===== src/rtl/pipe_ctrl_pkg.sv =====
// rtl/pipe_ctrl_pkg.sv - shared constants and FSM encoding for the pipeline stall controller
package pipe_ctrl_pkg;
  localparam int REG_W         = 5;
  localparam int SRAM_WAIT_DEF = 4;

  typedef enum logic [1:0] {
    IDLE = 2'd0,
    BUSY = 2'd1,
    DONE = 2'd2
  } mem_state_t;
endpackage


===== src/rtl/pipe_stall_ctrl_raw_hazard_detect.sv =====
// rtl/pipe_stall_ctrl_raw_hazard_detect.sv - combinational RAW hazard detect (NO_FWD_STALL_EN widens it)
module raw_hazard_detect
  import pipe_ctrl_pkg::*;
(
  input  logic [REG_W-1:0] id_src1,
  input  logic [REG_W-1:0] id_src2,
  input  logic             id_two_src,
  input  logic [REG_W-1:0] exe_dest,
  input  logic             exe_wb_en,
  input  logic             exe_mem_r_en,
  input  logic [REG_W-1:0] mem_dest,
  input  logic             mem_wb_en,
  output logic             hz
);
  logic exe_match;
  logic mem_match;

  // Register 0 is hardwired, so a write to it never creates a dependency.
  assign exe_match = (exe_dest != '0) &&
                     ((exe_dest == id_src1) || (id_two_src && (exe_dest == id_src2)));
  assign mem_match = (mem_dest != '0) &&
                     ((mem_dest == id_src1) || (id_two_src && (mem_dest == id_src2)));

`ifdef NO_FWD_STALL_EN
  assign hz = (exe_wb_en && exe_match) || (mem_wb_en && mem_match);
`else
  logic unused_mem_match;
  assign unused_mem_match = mem_match & mem_wb_en;
  assign hz = exe_wb_en && exe_mem_r_en && exe_match;
`endif
endmodule


===== src/rtl/pipe_stall_ctrl.sv =====
// rtl/pipe_stall_ctrl.sv - pipeline stall/flush sequencer with SRAM wait-state FSM; option NO_FWD_STALL_EN
module pipe_stall_ctrl
  import pipe_ctrl_pkg::*;
#(
  parameter int SRAM_WAIT = SRAM_WAIT_DEF,
  parameter int CNT_W     = 4
) (
  input  logic             clk,
  input  logic             rst,
  input  logic [REG_W-1:0] id_src1,
  input  logic [REG_W-1:0] id_src2,
  input  logic             id_two_src,
  input  logic [REG_W-1:0] exe_dest,
  input  logic             exe_wb_en,
  input  logic             exe_mem_r_en,
  input  logic [REG_W-1:0] mem_dest,
  input  logic             mem_wb_en,
  input  logic             mem_r_en,
  input  logic             mem_w_en,
  input  logic             branch_taken,
  output logic             freeze_pc,
  output logic             freeze_if_id,
  output logic             flush_if_id,
  output logic             flush_id_exe,
  output logic             load_fwd_stall,
  output logic             super_stall,
  output logic             mem_done
);
  mem_state_t       state;
  logic [CNT_W-1:0] cnt;
  logic             done_q;
  logic             hz;
  logic             req;

  raw_hazard_detect u_hz (
    .id_src1      (id_src1),
    .id_src2      (id_src2),
    .id_two_src   (id_two_src),
    .exe_dest     (exe_dest),
    .exe_wb_en    (exe_wb_en),
    .exe_mem_r_en (exe_mem_r_en),
    .mem_dest     (mem_dest),
    .mem_wb_en    (mem_wb_en),
    .hz           (hz)
  );

  assign req = mem_r_en | mem_w_en;

  // IDLE freezes combinationally on the request cycle, then BUSY covers SRAM_WAIT-1 more.
  always_ff @(posedge clk) begin
    if (rst) begin
      state  <= IDLE;
      cnt    <= '0;
      done_q <= 1'b0;
    end else begin
      case (state)
        IDLE: begin
          done_q <= 1'b0;
          if (req) begin
            cnt   <= CNT_W'(SRAM_WAIT - 1);
            state <= BUSY;
          end
        end
        BUSY: begin
          if (cnt == CNT_W'(1)) begin
            state  <= DONE;
            done_q <= 1'b1;
          end else begin
            cnt <= cnt - CNT_W'(1);
          end
        end
        DONE: begin
          done_q <= 1'b0;
          state  <= IDLE;
        end
        default: begin
          done_q <= 1'b0;
          state  <= IDLE;
        end
      endcase
    end
  end

  assign super_stall    = ~rst & ((state == BUSY) | ((state == IDLE) & req));
  assign mem_done       = ~rst & done_q;
  assign load_fwd_stall = ~rst & hz & ~super_stall & ~branch_taken;
  assign flush_if_id    = ~rst & branch_taken & ~super_stall;
  assign flush_id_exe   = flush_if_id | load_fwd_stall;
  assign freeze_pc      = super_stall | load_fwd_stall;
  assign freeze_if_id   = super_stall | load_fwd_stall;
endmodule


===== config.mk =====
export PLATFORM = sky130hd
export DESIGN_NAME = pipe_stall_ctrl
export DESIGN_NICKNAME = d
export VERILOG_FILES = /design/src/rtl/pipe_ctrl_pkg.sv /design/src/rtl/pipe_stall_ctrl_raw_hazard_detect.sv /design/src/rtl/pipe_stall_ctrl.sv
export SDC_FILE = /design/constraint.sdc
export NUM_CORES = 1
export LEC_CHECK = 0
export BUFFER_PORTS_ARGS = -buffer_cell sky130_fd_sc_hd__buf_2
export CAP_MARGIN = 0
export CORE_AREA = 4 4 41 43
export CTS_BUF_LIST = sky130_fd_sc_hd__clkbuf_4
export DETAILED_ROUTE_END_ITERATION = 10
export DIE_AREA = 0 0 45 47
export GPL_TIMING_DRIVEN = 0
export PLACE_DENSITY = 0.85
export SLEW_MARGIN = 40
export SYNTH_ARGS = -nofsm -noshare
export SYNTH_HDL_FRONTEND = slang
export SYNTH_HIERARCHICAL = 1
export SYNTH_SLANG_ARGS = --single-unit

===== constraint.sdc =====
create_clock -name clk -period 2.5 [get_ports clk]
set_clock_uncertainty 0.15 [all_clocks]
set_input_delay 0.5 -clock clk [delete_from_list [all_inputs] [get_ports clk]]
set_output_delay 0.5 -clock clk [all_outputs]
set_load 0.02 [all_outputs]

; Word-level counts from Yosys, hierarchy flattened
; Index checks and enable logic that the tools add are counted.
[classes]
addsub = 1
n_eq_ne = 7
muxes = 6
bitwise = 16
n_reduce_logical = 11
[ops]
columns = op, n
row1 = equality test 5 bit, 2
row2 = bitwise AND 1 bit, 8
row3 = two-way mux 4 bit, 2
row4 = one-hot mux 4 bit (2 select lines), 1
row5 = inequality test 2 bit (second input constant), 3
row6 = nonzero test 5 bit, 1
row7 = equality test 4 x 1 -> 1 bit (second input constant), 1
row8 = logical AND 1 bit, 4
row9 = two-way mux 2 bit, 2
row10 = NOT 1 bit, 4
row11 = OR 1 bit, 4
row12 = one-hot mux 2 bit (2 select lines), 1
row13 = subtractor 4 x 1 -> 4 bit (second input constant), 1
row14 = AND reduction 3 bit, 1
row15 = equality test 2 x 1 -> 1 bit (second input constant), 1
row16 = logical NOT 2 bit, 1
row17 = AND reduction 2 bit, 1
row18 = nonzero test 2 bit, 1
row19 = OR reduction 2 bit, 1
row20 = logical OR 1 bit, 1
[totals]
reg_bits = 7
input_bits = 29
out_inout_bits = 7
wordCells = 44

; Logic depth before layout (Yosys ltp)
; Gate-level depths: netlist (run 1).
[depth]
depth_word = 9
depth_mapped = 7
mapped_depth_nobuf = 6

; By module
; The synthesis (run 1) kept the hierarchy.
[modules_own_cells]
columns = mod, instances, cells_each, area_per_inst_um2, seq_area_each_um2
row1 = pipe_stall_ctrl, 1, 48, 405.4, 140.1
row2 = raw_hazard_detect, 1, 17, 133.9, 0.0

; Worst setup path before layout (run 1)
; Ideal clock, no wire load.
[synth_path]
kind = input to output
from = input exe_dest[2]
to = output freeze_pc
arrival_ps = 1888
required_time_ps = 1850
setup_slack_ps = -38
cell_stages = 7
path_buffers = 1
path_cell_list = xor2_1 -> nor4_1 -> nand3_1 -> a21oi_1 -> nand2b_1 -> a21oi_1 -> buf_4
[synth_between]
elab_chain_len = 9
word_cells_on_any_way = 11
classes_between = 2 x eq/ne / 4 x bitwise / 5 x reduce/logical
[synth_rtl]
columns = element, line
row1 = "start, declared", pipe_stall_ctrl.sv:13  ; input logic [REG_W-1:0] exe_dest,
row2 = equality test 5 bit, pipe_stall_ctrl_raw_hazard_detect.sv:20  ; ((exe_dest == id_src1) || (id_two_src && (exe_dest == id_src2)));
row3 = logical AND 1 bit, pipe_stall_ctrl_raw_hazard_detect.sv:20
row4 = logical OR 1 bit, pipe_stall_ctrl_raw_hazard_detect.sv:20
row5 = logical AND 1 bit *, pipe_stall_ctrl_raw_hazard_detect.sv:19  ; assign exe_match = (exe_dest != '0) &&
row6 = logical AND 1 bit *, pipe_stall_ctrl_raw_hazard_detect.sv:29  ; assign hz = exe_wb_en && exe_mem_r_en && exe_match;
row7 = net hz, pipe_stall_ctrl.sv:32  ; logic hz;
row8 = bitwise AND 1 bit * (3 in series), pipe_stall_ctrl.sv:86  ; assign load_fwd_stall = ~rst & hz & ~super_stall & ~branch_taken;
row9 = OR 1 bit *, --
row10 = "end, declared", pipe_stall_ctrl.sv:21  ; output logic freeze_pc,
; The timed path passes the listed nets; every way through them passes the cells marked *.

; Worst setup path in the final report (run 1)
[layout_path]
from = input id_src2[2]
to = output freeze_pc
[layout_between]
elab_chain_len = 9
[layout_rtl]
columns = element, line
row1 = "start, declared", pipe_stall_ctrl.sv:11  ; input logic [REG_W-1:0] id_src2,
row2 = equality test 5 bit, pipe_stall_ctrl_raw_hazard_detect.sv:20
row3 = logical AND 1 bit, pipe_stall_ctrl_raw_hazard_detect.sv:20
row4 = logical OR 1 bit, pipe_stall_ctrl_raw_hazard_detect.sv:20
row5 = logical AND 1 bit, pipe_stall_ctrl_raw_hazard_detect.sv:19
row6 = logical AND 1 bit, pipe_stall_ctrl_raw_hazard_detect.sv:29
row7 = net hz, pipe_stall_ctrl.sv:32
row8 = bitwise AND 1 bit (3 in series), pipe_stall_ctrl.sv:86
row9 = OR 1 bit, pipe_stall_ctrl.sv:89  ; assign freeze_pc = super_stall | load_fwd_stall;
; The timed path passes the listed nets, and every way through them passes these cells.

==> flow_summary.toml, run 1 <==
[yosys]
netlist_instances = 65
synth_top_family_by_area = "simple AND/OR/NAND/NOR gates"
synth_top_area_frac = 0.260
syn_nets = 96
synthTopCellsByCount = "dfxtp_1 (7), nor2_1 (7), xor2_1 (7)"
synthTopCellsByArea = "dfxtp_1 (26%), xor2_1 (11%), nor3_1 (5.6%), nor2_1 (4.9%), xnor2_1 (4.9%)"
ys_ff_latch = 7
async_flop_share = 0
synth_xor_area_frac = 0.162
syn_area_sq_um = 539
yosysTopAreaCell = "dfxtp_1"
synthAdderAreaFrac = 0.0464
ys_seq_area_frac = 0.260
syn_avg_cell_area_sq_um = 8.30
yosys_warnings = 6
synth_ff_type = "dfxtp_1"
synth_edf_count = 0
synthSimpleGateAreaFrac = 0.265
synthMuxAreaShare = 0
synth_compound_area_frac = 0.197
synth_cell_types = 29

[sta]
worstMarginPinSlew_ps = 422
hold_violations = 0
finalCriticalPeriod_ps = 2460
min_period_over_period = 0.983
setup_viol = 0
rsz0062_at_grt = "yes"
fmax_mhz = 407
slew_violations = 0
setup_ws_ps = 42.3
maxSlewHeadroom = 0.719

[status]
outcome = "complete, no violations"

[clock_tree]
numCtsBuffers = 3
ctsRootBufferMaster = "clkbuf_4"
cts_tree = "done"
clockBufferDepth = 2
clkTransAtPathRegs_ps = 60
clock_latency_ps = 260
htree_levels = 1
cts.sinks = 7
cts_hold_buf = 0

[place]
pre_cts_slack_ps = -37.0
place_area_sq_um = 707
dpl.hpwl_microns = 1090
dp.cells = 109
portBuffers = 29
gp_congestion = 0.794

[finish]
final_nets = 130
diodes = 0
final_cells = 113
drive_gt1_frac = 0.449
design_area_sq_um = 793
area_growth_pct = 47.1

[grt]
grt_pass1_wl_microns = 2220
grt_pass1_vias = 532
grt_use_total = 0.144
antenna_found_initial = 0
grt_max_degree = 11
grt_overflow = 0

[floorplanning]
die_h_microns = 47
die_area_sq_mm = 0.00212
placementRows = 13
ios = 36
die_w_microns = 45
start_util = 0.414
core-area_sq_mm = 0.00130

[worst_hold_path]
hold_class = "in2reg"

[critical_path]
critical_path.max_stage_delay_ps = 270
cp_cell_sequence = "buf_6 > xor2_2 > nor4_2 > nand3_1 > a21oi_2 > nand2b_1 > a21oi_2 > buf_4 > buf_6"
worstSetupPathType = "in2out"
crit_required_ps = 1850
crit_path_start_kind = "primary input"
end_kind = "output port"
arrival_ps = 1810
cp_max_fo = 2
cpMaxStageDelayCell = "nor4_2"

[detailed_routing]
antenna_left = 0
dr.pass1.iters = 4
detailroute.via_count = 590
viasPerCell = 5.22
route.detailed.drc = 0
first_iter_violations = 6
drt_wl_total_microns = 1460
wire_per_inst_microns = 12.9

[pwr]
peakVddDrop_mv = 0.321
p_leak_nw = 0.349
p_per_area_mw_per_mm2 = 492

[flow_run]
drv_cap = 0
-- final cells by class --
class,count,area (sq um)
clock buffers,4,30.0
flip-flops and latches,7,140
fillers,116,508
multi-input cells,51,390
inverters,4,15.0
repair buffers,29,176
well taps,15,18.8
plain buffers,3,22.5
-- sequential cells by signal, indices dropped and copies added, names as in the netlist --
signal,count
done_q,1
cnt,4
state,2
-- cell usage in the layout, fill, tap and decap left out, drive strengths merged --
| cell | synthesis | final |
|---|---|---|
| nand4b | 1 | 1 |
| ha | 2 | 2 |
| nand3 | 3 | 3 |
| clkbuf | 0 | 4 |
| nor3b | 1 | 1 |
| o21ai | 1 | 1 |
| a22oi | 1 | 1 |
| or2 | 2 | 2 |
| a31o | 1 | 1 |
| nand2b | 2 | 2 |
| a21oi | 3 | 3 |
| nor2 | 7 | 7 |
| nor4 | 1 | 1 |
| buf | 3 | 32 |
| inv | 4 | 4 |
| o211ai | 1 | 1 |
| xor2 | 7 | 7 |
| o41ai | 1 | 1 |
| dfxtp | 7 | 7 |
| a311oi | 1 | 1 |
| or3b | 1 | 1 |
| or4 | 1 | 1 |
| a221oi | 3 | 3 |
| a211oi | 1 | 1 |
| nor3 | 6 | 6 |
| and2b | 1 | 1 |
| xnor2 | 3 | 3 |
-- through the flow --
step / TNS (ps) / hold WS [ps] / power (mW) / util
4_1_cts: 0 / 294 / 0.383 / 0.569
3_3_place_gp: -36.7 / 306 / 0.261 / 0.543
6_report: 0 / 304 / 0.390 / 0.610
5_1_grt: -65.5 / 297 / 0.420 / 0.610
3_5_place_dp: -37.0 / 311 / 0.265 / 0.543
2_1_floorplan: 0 / 290 / 0.221 / -
-- worst paths after layout --
path	startpoint	to	slack, ps	depth (start not counted)
min	rst	cnt[2]	300	2
max	id_src2[2]	freeze_pc	40	9
min reg2reg	done_q	done_q	320	2
max reg2reg	cnt[0]	cnt[1]	790	5
-- where the power goes --
group	leakage (nW)	total (mW)	internal, mW	switching [mW]
clock	0.0184	0.115	0.0718	0.0429
combinational	0.273	0.141	0.0677	0.0729
sequential	0.0575	0.135	0.123	0.0119
total	0.349	0.390	0.263	0.128
-- timing repair --
item / 4_1_cts / 5_1_grt
cloned: 0 / 0
buffers inserted: 0 / 0
gates resized for setup: 1 / 11
hold endpoints to repair: 0 / 0
pin swaps: 3 / 6
endpoints found under the setup margin: 1 / 4
-- worst max-delay path: cells and delay by family --
family                 cells  cell delay, ps
XOR/XNOR                   1             170
AO/OA/AOI/OAI              2             320
AND/OR/NAND/NOR            3             500
buffers and inverters      3             310
-- routing by layer --
| metal | track usage | up-vias | share of wire |
|---|---|---|---|
| li1 | - | 301 | - |
| met1 | 0.149 | 269 | 0.40 |
| met2 | 0.254 | 20 | 0.52 |
| met3 | 0.0881 | 0 | 0.073 |
| met4 | 0.0234 | 0 | 0 |
| met5 | 0 | - | 0 |
-- cells by family (layout without fill, tap and decap cells) --
group	count (synthesis)	after routing
AO/OA/AOI/OAI	13	13
XOR/XNOR	10	10
buffers and inverters	7	40
flip-flops	7	7
AND/OR/NAND/NOR	26	26
adder cells (fa/ha/maj)	2	2
Power figures use the tool's default switching activity.
==> run 2, diff against run 1 <==
CORE_AREA = not set   (was 4 4 41 43)
CORE_MARGIN = 4   (was not set)
CORE_UTILIZATION = 40   (was not set)
DIE_AREA = not set   (was 0 0 45 47)
PLACE_DENSITY = 0.84   (was 0.85)
REMOVE_ABC_BUFFERS = 1   (was not set)
==> run 2 against run 1 <==
Against the previous run:
- global-route usage up 0.44 points
- critical path type unchanged
- register-to-register slack worse by 50 ps
- critical endpoint unchanged
- critical path depth down 1
- routed wire length down 3.4%
- highest routed layer is now met4
- sequential share of layout area up 1.2 points
- sequential power about the same
==> flow_summary.toml, run 2 (synthesized netlist as in run 1, its figures left out) <==
[detailed_routing]
dr.pass1.iters = 5
viasPerCell = 5.40
first_iter_violations = 13
detailroute.via_count = 589
antenna_left = 0
wire_per_inst_microns = 12.9
drt_wl_total_microns = 1410
route.detailed.drc = 0

[grt]
antenna_found_initial = 0
grt_max_degree = 14
grt_pass1_vias = 527
grt_use_total = 0.149
grt_overflow = 0
grt_pass1_wl_microns = 2210

[pwr]
internal_power_uw = 253
power_frac_comb = 0.343
p_clk_frac = 0.298
peakVddDrop_mv = 0.393
p_per_area_mw_per_mm2 = 504
power_uw = 375
switching_share = 0.325
p_leak_nw = 0.332
switching_power_uw = 122
p_seq_frac = 0.359

[finish]
final_common_cell = "buf_2"
final_cells = 109
reg_top3 = "cnt (4), state (2), done_q (1)"
final_cell_mix = "buf_2 (24), nor2_1 (7), dfxtp_1 (7), xor2_1 (7), nor3_1 (6)"
area_growth_pct = 38.1
largest_reg_flops = 4
final_nets = 127
drive_gt1_frac = 0.411
diodes = 0
fin_util = 0.628
regMostFlops = "cnt"

[sta]
min_period_over_period = 0.946
worstMarginPinSlew_ps = 349
maxSlewHeadroom = 0.766
fmax_mhz = 423
rsz0062_at_grt = "no"
setup_viol = 0
setup_tns_ps = 0
slew_violations = 0
hold_violations = 0
finalCriticalPeriod_ps = 2370

[place]
dpl.hpwl_microns = 1070
dp.cells = 105
portBuffers = 29
gp_congestion = 0.829

[critical_path]
worstSetupPathType = "in2out"
crit_required_ps = 1850
end_kind = "output port"
crit_path_start_kind = "primary input"
cp_max_fo = 3
arrival_ps = 1720

[clock_tree]
cts.sinks = 7
clock_latency_ps = 250
clockBufferDepth = 2
cts_hold_buf = 0
htree_levels = 1
clkTransAtPathRegs_ps = 50
numCtsBuffers = 3
cts_setup_buffers = 0
cts_tree = "done"
ctsRootBufferMaster = "clkbuf_4"
post_cts_resized = 0

[floorplanning]
die_h_microns = 44.7
start_util = 0.455
die_w_microns = 44.7
core-area_sq_mm = 0.00119
placementRows = 12
ios = 36
die_area_sq_mm = 0.00200

[status]
outcome = "complete, no violations"

[worst_hold_path]
hold_class = "reg2reg"

[flow_run]
drv_cap = 0
[run 2: cell types whose count changed in the layout (fill, tap and decap cells not counted)]
cell	change
buf_1	-1
buf_6	-2
nor4_1	+1
nor4_2	-1
xor2_1	+2
xor2_2	-2
[run 2: path summary, 6_finish.rpt]
kind / start / slack (ps) / to / cells after the start
worst max register to register: cnt[0] / 740 / cnt[0] / 4
worst min-delay path: done_q / 330 / done_q / 2
worst max-delay path: exe_dest[4] / 130 / freeze_pc / 8
worst min register to register: done_q / 330 / done_q / 2
[run 2: power groups by stage]
stage | Sequential, mW | Combinational [mW] | Clock, mW
detailed placement | 0.136 | 0.118 | 0
floorplan | 0.134 | 0.0765 | 0
global route | 0.137 | 0.144 | 0.129
finish | 0.135 | 0.129 | 0.112
global placement | 0.136 | 0.116 | 0
CTS | 0.134 | 0.120 | 0.117
[run 2: cell type report]
cell class,instances,area (sq um)
inverters,4,15.0
flip-flops and latches,7,140
repair buffers,29,173
clock buffers,4,30.0
fillers,120,442
well taps,14,17.5
multi-input cells,51,369
[run 2: routing by layer]
layer	global-route usage	vias to the layer above	routed length, microns
li1	-	298	-
met1	0.173	266	538
met2	0.255	23	750
met3	0.0757	2	120
met4	0.00602	0	2
met5	0	-	0
[run 2: critical path, stage by stage]
cell and delay, ps:
buf_2 120, xor2_1 160, nor4_1 230, nand3_1 120
a21oi_2 150, nand2b_1 100, a21oi_2 170, buf_4 160
[run 2: through the flow]
stage	cell area, sq um	hold slack [ps]	setup WS, ps
detailed placement	679	310	36.1
CTS	709	340	29.0
global route	744	379	5.46
finish	744	334	135
floorplan	517	282	-51.4
global placement	679	310	55.7
==> run 3, diff against run 2 <==
--- a/config.mk
+++ b/config.mk
@@ -15,2 +15,3 @@
 export PLACE_DENSITY = 0.84
+export RECOVER_POWER = 25
 export REMOVE_ABC_BUFFERS = 1
==> constraint.sdc (replaced) <==
create_clock -name clk -period 2.5 [get_ports clk]
set_clock_uncertainty 0.15 [all_clocks]
set_input_delay 0.25 -clock clk [delete_from_list [all_inputs] [get_ports clk]]
set_output_delay 0.25 -clock clk [all_outputs]
set_load 0.02 [all_outputs]
==> run 3 against run 2 <==
Against the previous run:
- global-route usage stayed put
- via count is 1.9% lower
- largest cell class unchanged
- routed wire length is 4.1% lower
- first-iteration DRC count is 23% lower
- cell count stayed put
==> flow_summary.toml, run 3 (synthesized netlist as in run 1, its figures left out) <==
[worst_hold_path]
hold_class = "in2reg"

[floorplanning]
die_w_microns = 44.7
die_h_microns = 44.7
core-area_sq_mm = 0.00119
die_area_sq_mm = 0.00200
ios = 36
placementRows = 12
start_util = 0.455

[place]
portBuffers = 29
dp.cells = 105
dpl.hpwl_microns = 1070
gp_congestion = 0.829
place_area_sq_um = 679
pre_cts_slack_ps = 536

[clock_tree]
numCtsBuffers = 3
clock_latency_ps = 250
post_cts_resized = 0
cts_tree = "done"
cts.sinks = 7
clkTransAtPathRegs_ps = 50
clockBufferDepth = 2
ctsRootBufferMaster = "clkbuf_4"
cts_setup_buffers = 0
htree_levels = 1
cts_hold_buf = 0

[grt]
grt_pass1_vias = 527
grt_overflow = 0
grt_use_total = 0.149
grt_max_degree = 14
grt_pass1_wl_microns = 2210
antenna_found_initial = 0

[sta]
maxSlewHeadroom = 0.774
min_period_over_period = 0.788
fmax_mhz = 508
setup_ws_ps = 530
worstMarginPinSlew_ps = 338
setup_tns_ps = 0
setup_viol = 0
hold_violations = 0
slew_violations = 0
finalCriticalPeriod_ps = 1970
rsz0062_at_grt = "no"

[detailed_routing]
antenna_left = 0
first_iter_violations = 10
route.detailed.drc = 0
drt_wl_total_microns = 1350
viasPerCell = 5.30
detailroute.via_count = 578
wire_per_inst_microns = 12.4
dr.pass1.iters = 4

[finish]
multiInputGateArea_sq_um = 362
design_area_sq_um = 708
regMostFlops = "cnt"
regArea_sq_um = 140
final_cell_mix = "buf_2 (28), nor2_1 (7), dfxtp_1 (7), xor2_1 (7), nor3_1 (6)"
largest_reg_flops = 4
final_nets = 127
diodes = 0
area_growth_pct = 31.3
reg_top3 = "cnt (4), state (2), done_q (1)"
final_cells = 109
final_common_cell = "buf_2"
fillers = 120
drive_gt1_frac = 0.379

[critical_path]
arrival_ps = 1570
crit_path_start_kind = "primary input"
end_kind = "output port"
crit_required_ps = 2100
worstSetupPathType = "in2out"
cp_max_fo = 3

[pwr]
p_per_area_mw_per_mm2 = 519
p_leak_nw = 0.319
peakVddDrop_mv = 0.392

[flow_run]
drv_cap = 0

[status]
outcome = "complete, no violations"
[run 3: critical path: stages]
cell and delay [ps]:
buf_2 120, xor2_1 160, nor4_1 280, nand3_1 110, a21oi_1 190, nand2b_1 100
a21oi_1 170, buf_2 190
[run 3: path summary, 6_finish.rpt]
path / start / to / slack (ps) / cells past startpoint
max reg2reg: cnt[0] / cnt[0] / 730 / 4
max: exe_dest[2] / freeze_if_id / 530 / 8
min: rst / state[0] / 170 / 2
min reg2reg: done_q / done_q / 330 / 2
[run 3: per-layer routing]
metal,part of all wire,vias to the layer above,global-route usage
li1,-,299,-
met1,0.42,262,0.173
met2,0.52,17,0.255
met3,0.064,0,0.0757
met4,0,0,0.00602
met5,0,-,0
[run 3: area by class of cell]
class,count,share of cell area
flip-flops and latches,7,0.198
well taps,14,0.0247
clock buffers,4,0.0424
multi-input cells,51,0.511
inverters,4,0.0212
repair buffers,29,0.203
[run 3: stage by stage]
stage | total power, mW | hold slack, ps | utilization
2_1_floorplan | 0.210 | 172 | -
3_3_place_gp | 0.251 | 310 | 0.573
3_5_place_dp | 0.255 | 310 | 0.573
4_1_cts | 0.372 | 158 | 0.598
5_1_grt | 0.402 | 201 | 0.597
6_report | 0.368 | 169 | 0.597
[run 3: power by group]
group / total (mW) / internal, mW / switching, mW / leakage [nW]
Sequential: 0.135 / 0.123 / 0.0116 / 0.0575
Clock: 0.112 / 0.0717 / 0.0408 / 0.0184
Combinational: 0.121 / 0.0526 / 0.0681 / 0.243
Total: 0.368 / 0.247 / 0.120 / 0.319
